<file path="config.mk">
export PLATFORM = sky130hd
export DESIGN_NAME = debug_channel_arbiter
export DESIGN_NICKNAME = d
export VERILOG_FILES = /design/src/rtl/debug_channel_arbiter.sv
export SDC_FILE = /design/constraint.sdc
export NUM_CORES = 1
export LEC_CHECK = 0
export BUFFER_PORTS_ARGS = -buffer_cell sky130_fd_sc_hd__buf_2
export CORE_ASPECT_RATIO = 1.1
export CORE_MARGIN = 2
export CORE_UTILIZATION = 49
export DETAILED_ROUTE_END_ITERATION = 10
export GPL_TIMING_DRIVEN = 0
export MAX_ROUTING_LAYER = met4
export PLACE_DENSITY_LB_ADDON = 0.08
export SYNTH_ARGS = -nofsm -noshare
export SYNTH_HDL_FRONTEND = slang
export SYNTH_SLANG_ARGS = --single-unit
</file>
<file path="constraint.sdc">
create_clock -name clk -period 4.3 [get_ports clk]
set_input_delay 1.29 -clock clk [delete_from_list [all_inputs] [get_ports clk]]
set_output_delay 1.29 -clock clk [all_outputs]
set_load 0.01 [all_outputs]
</file>
<file path="src/rtl/debug_channel_arbiter.sv">
// debug_channel_arbiter: per-channel event snapshot slots drained
// round-robin onto one valid/ready record stream.
module debug_channel_arbiter #(
  parameter int CHANNELS = 4,
  parameter int ID_W     = $clog2(CHANNELS),
  parameter int DATA_W   = 8,
  parameter int SEQ_W    = 8
) (
  input  logic                       clk,
  input  logic                       reset,
  input  logic                       arm,
  input  logic [CHANNELS-1:0]        ch_mask,
  output logic [CHANNELS-1:0]        enabled,
  input  logic [CHANNELS-1:0]        trigger,
  input  logic [CHANNELS*DATA_W-1:0] data,
  output logic                       tx_valid,
  input  logic                       tx_ready,
  output logic [ID_W-1:0]            tx_chan,
  output logic [DATA_W-1:0]          tx_data,
  output logic [SEQ_W-1:0]           tx_seq,
  output logic                       tx_overrun,
  output logic [15:0]                drop_count,
  output logic                       busy
);

  typedef enum logic [0:0] {
    IDLE,
    SEND
  } state_t;

  state_t state_q, state_d;

  logic [CHANNELS-1:0] enabled_q;
  logic [CHANNELS-1:0] qual;
  logic [CHANNELS-1:0] pending_q, pending_d;
  logic [CHANNELS-1:0] lost_q, lost_d;

  logic [CHANNELS-1:0][DATA_W-1:0] snap_q, snap_d;

  logic [ID_W-1:0]   ptr_q;
  logic [ID_W-1:0]   gnt_idx;
  logic              gnt_vld;
  logic              grant_en;
  logic [SEQ_W-1:0]  seq_q;
  logic [15:0]       drop_q, drop_d;
  logic [4:0]        drops;
  logic [16:0]       drop_sum;

  logic [ID_W-1:0]   tx_chan_q;
  logic [DATA_W-1:0] tx_data_q;
  logic [SEQ_W-1:0]  tx_seq_q;
  logic              tx_ovr_q;

  assign qual = trigger & enabled_q;

  // capture-unit enables follow host arm/mask one cycle later
  always_ff @(posedge clk or posedge reset) begin
    if (reset) enabled_q <= '0;
    else       enabled_q <= {CHANNELS{arm}} & ch_mask;
  end

  // round-robin search: first pending slot at or after ptr_q
  always_comb begin
    int idx;
    logic [ID_W-1:0] id_k;
    gnt_vld = 1'b0;
    gnt_idx = '0;
    for (int k = CHANNELS - 1; k >= 0; k--) begin
      idx  = (int'(ptr_q) + k) % CHANNELS;
      id_k = ID_W'(idx);
      if (pending_q[id_k]) begin
        gnt_vld = 1'b1;
        gnt_idx = id_k;
      end
    end
  end

  // next state: grant from IDLE, release on handshake
  always_comb begin
    state_d  = state_q;
    grant_en = 1'b0;
    unique case (state_q)
      IDLE: begin
        if (gnt_vld) begin
          grant_en = 1'b1;
          state_d  = SEND;
        end
      end
      SEND: begin
        if (tx_ready) state_d = IDLE;
      end
      default: state_d = IDLE;
    endcase
  end

  // slot update: newest data wins, overwrites flagged and counted
  always_comb begin
    logic gi;
    pending_d = pending_q;
    lost_d    = lost_q;
    snap_d    = snap_q;
    drops     = '0;
    for (int i = 0; i < CHANNELS; i++) begin
      gi = grant_en && (gnt_idx == ID_W'(i));
      if (qual[i]) begin
        snap_d[i]    = data[i*DATA_W +: DATA_W];
        pending_d[i] = 1'b1;
        if (gi) begin
          lost_d[i] = 1'b0;
        end else if (pending_q[i]) begin
          lost_d[i] = 1'b1;
          drops     = drops + 5'd1;
        end
      end else if (gi) begin
        pending_d[i] = 1'b0;
        lost_d[i]    = 1'b0;
      end
    end
    drop_sum = {1'b0, drop_q} + 17'(drops);
    drop_d   = drop_sum[16] ? 16'hFFFF : drop_sum[15:0];
  end

  // state and slot registers
  always_ff @(posedge clk or posedge reset) begin
    if (reset) begin
      state_q   <= IDLE;
      pending_q <= '0;
      lost_q    <= '0;
      snap_q    <= '0;
      drop_q    <= '0;
    end else begin
      state_q   <= state_d;
      pending_q <= pending_d;
      lost_q    <= lost_d;
      snap_q    <= snap_d;
      drop_q    <= drop_d;
    end
  end

  // record output register, sequence and pointer advance on grant
  always_ff @(posedge clk or posedge reset) begin
    if (reset) begin
      tx_chan_q <= '0;
      tx_data_q <= '0;
      tx_seq_q  <= '0;
      tx_ovr_q  <= 1'b0;
      seq_q     <= '0;
      ptr_q     <= '0;
    end else if (grant_en) begin
      tx_chan_q <= gnt_idx;
      tx_data_q <= snap_q[gnt_idx];
      tx_seq_q  <= seq_q;
      tx_ovr_q  <= lost_q[gnt_idx];
      seq_q     <= seq_q + 1'b1;
      ptr_q     <= (gnt_idx == ID_W'(CHANNELS - 1))
                   ? '0 : gnt_idx + 1'b1;
    end
  end

  assign enabled    = enabled_q;
  assign tx_valid   = (state_q == SEND);
  assign tx_chan    = tx_chan_q;
  assign tx_data    = tx_data_q;
  assign tx_seq     = tx_seq_q;
  assign tx_overrun = tx_ovr_q;
  assign drop_count = drop_q;
  assign busy       = (state_q == SEND) | (|pending_q);

endmodule

</file>
==> metrics.csv <==
metric,value,unit
outcome,finished clean,
pwr-share-clk,17.1,%
tns,0,ns
gp_congestion,0.8081,
timing.fmax,234.2,MHz
setup_viol,0,
path_buf_inv,1,
ys.flop_type,dfrtp_1,
power_frac_comb,42.9,%
portBuffers,84,
vias_per_cell,5.238,
post-place-ws,-0.4855,ns
core,8320,sq um
p_sw,1.195,mW
async_flop_share,100.0,%
finalPower,3.211,mW
crit_path_top_delay_cell,dfrtp_2,
maxCapViolCount,0,
synth_nets,422,
max_stage_delay,0.47,ns
p_seq_share,40.0,%
synth_edf_count,0,
antenna-diode-count,0,
yosysUniqueCellTypes,44,
post-dp-hpwl,6.330,mm
drc,0,
overflow,0,
cts_tree,done,
ys_seq_area_share,54.04,%
timing.hold.ws,0.4722,ns
holdCritStartpoint,tx_seq[7]$_DFFE_PP0P_,
final_util,65.13,%
num-nets-final,546,
irDropWorstVdd,0.0002405,V
synthCells,365,
dpl.cell_count,561,
die_w,91.94,microns
hold_depth,2,
ios,85,
r2r-start,pending_q[3]$_DFFE_PP0P_,
place_area,4833,sq um
r2r_slack,0.03,ns
wirelength,9.518,mm
dr.pass1.iters,5,
wl_per_cell,15.76,microns
start_util,50.09,%
crit_cells,19,
cp.required,4.55,ns
numCtsBuffers,9,
reg2regPathDepth,19,
final_area,5419,sq um
vias,3164,
tightest_slew,0.5652,ns
hold_viol,0,
grt_pass1_wl,14.95,mm
start_kind,register,
startpoint,pending_q[3]$_DFFE_PP0P_,
grt_pass1_vias,2994,
synth.avg_cell_area,11.42,sq um
path_clk_slew,0.09,ns
clk_path_buf_depth,2,
min_to,tx_seq[7]$_DFFE_PP0P_,
slew-limit-headroom,62.32,%
syn_to_final_growth,30.02,%
die_h,100.7,microns
rsz0062_at_grt,true,
p_leak,2.691,nW
ant_nets,0,
p_sw_share,37.22,%
r2r_end,drop_count[14]$_DFF_PP0_,
finClkSkew,0.01410,ns
worstSetupEndpointType,register,
grt_util_all_layers,21.68,%
cts_sinks,90,
worstSkewPairLatency,0.36,ns
critPathKind,register to register,
critPathArrivalTime,4.52,ns
p_int,2.016,mW
holdCritPathClass,register to register,
final_cells,604,
dieArea,9260,sq um
synth_seq_cells,90,
setup_ws,0.02965,ns
cts_max_level,3,
syn_area,4168,sq um
grt_max_degree,51,
fin_crit_sh,99.31,%
root_buffer,clkbuf_8,
cellPowerDensity,592.5,nW/um^2
fin_crit,4.270,ns
cp_max_fo,5,
path_cells,o221a_4 -> o22ai_4 -> ha_4 -> nor2b_4 -> nor3_4 -> ha_1 -> mux2_4 -> ha_4 -> mux2_4 -> ha_4 -> inv_2 -> nor2_2 -> xnor2_1 -> ha_1 -> nor2b_4 -> o21ai_4 -> a21oi_4 -> nand3_2 -> mux2_4,
yosys_warnings,0,
drive_gt1_share,42.60,%
fillers,676,
drt_iter0_markers,195,
std_cell_rows,35,
report.final.slew_viol_count,0,
antenna_found_initial,0,
cp_top_family,adder cells,
==> worst max-delay path by stage <==
stage / endpoint / slack (ns)
after global routing: drop_count[14]$_DFF_PP0_ / -0.13
final: drop_count[14]$_DFF_PP0_ / 0.03
after floorplan: drop_count[15]$_DFF_PP0_ / 0.006
after CTS: drop_count[15]$_DFF_PP0_ / -0.007
after detailed placement: drop_count[4]$_DFF_PP0_ / -0.49
after global placement: drop_count[2]$_DFF_PP0_ / -0.50
==> placed cells by master, fill, tap and decap left out, types with 3 or more instances in the layout <==
cell type and n:
buf_2 87, dfrtp_1 84, nand2_1 70, mux2_2 32, buf_4 27, mux2i_1 19, inv_1 12, xnor2_1 12
o21ai_0 11, clkbuf_8 10, o221ai_1 9, nand3_1 9, ha_1 8, nor2_1 6, dfrtp_2 6, nand4_1 5
a21o_1 4, nor2b_4 4, mux2_4 4, buf_6 4, and2_1 4, ha_4 4, inv_4 3, and3_1 3
or3_1 3, a21oi_1 3, inv_6 3
==> Yosys cell counts (6+ instances only) <==
cell type	number	share of area (%)
dfrtp_1	90	54
nand2_1	72	6.5
mux2_2	35	9.5
mux2i_1	20	4.8
inv_1	15	1.4
o21ai_0	13	1.6
ha_1	12	3.6
xnor2_1	12	2.5
nand3_1	10	1.2
o221ai_1	9	1.9
nor2_1	7	0.63
a21oi_1	6	0.72
==> final cells by class <==
type / instances / area [sq um] / area share, %
clock buffers: 10 / 137.6 / 2.540
clock inverters: 5 / 46.29 / 0.8543
well taps: 111 / 138.9 / 2.563
multi-input cells: 250 / 2036 / 37.57
repair buffers: 114 / 676.9 / 12.49
plain buffers: 8 / 56.30 / 1.039
flip-flops and latches: 90 / 2260 / 41.70
inverters: 16 / 67.56 / 1.247
==> timing repair <==
action                                  4_1_cts  5_1_grt
gates cloned                                  1        1
buffers inserted                             12       16
gates resized for setup                      21       27
hold endpoints to repair                      0        0
endpoints found under the setup margin       16       16
hold buffers                                  0        0
pin swaps                                     8       14
==> sequential cells by signal (all words and copies together) (netlist names), 4 cells and up <==
register    cells
tx_seq          8
seq_q           8
enabled         4
drop_count     16
tx_data         8
lost_q          4
snap_q         32
pending_q       4
==> power by group through the flow <==
stage | clock, mW | combinational (mW) | sequential [mW]
2_1_floorplan | 0 | 0.709 | 1.30
3_3_place_gp | 0 | 1.04 | 1.28
3_5_place_dp | 0 | 1.07 | 1.29
4_1_cts | 0.564 | 1.23 | 1.27
5_1_grt | 0.599 | 1.51 | 1.32
6_report | 0.550 | 1.38 | 1.28
==> cell families (layout without fill, tap and decap cells) <==
logic type	count (synthesis)	after routing	share of synthesized area (%)
XOR/XNOR	14	14	3.392
adder cells (fa/ha/maj)	13	13	4.083
multiplexers	56	56	14.62
AO/OA/AOI/OAI	47	47	8.076
buffers and inverters	25	153	2.551
flip-flops	90	90	54.04
AND/OR/NAND/NOR	120	120	13.24
==> routing by layer <==
metal | track usage (%) | up-vias | share of wire (%)
met4 | 8.726 | 0 | 1.6
met5 | - | - | 0
met2 | 34.45 | 97 | 50
met1 | 28.65 | 1537 | 44
li1 | - | 1518 | -
met3 | 2.767 | 12 | 4.7
==> worst register-to-register path: stages (launching register included) <==
cell	delay [ns]
dfrtp_2	0.47
o221a_4	0.32
o22ai_4	0.22
ha_4	0.18
nor2b_4	0.16
nor3_4	0.06
ha_1	0.28
mux2_4	0.29
ha_4	0.24
mux2_4	0.29
ha_4	0.16
inv_2	0.04
nor2_2	0.03
xnor2_1	0.23
ha_1	0.29
nor2b_4	0.15
o21ai_4	0.26
a21oi_4	0.10
nand3_2	0.09
mux2_4	0.29
Power figures use the tool's default switching activity.
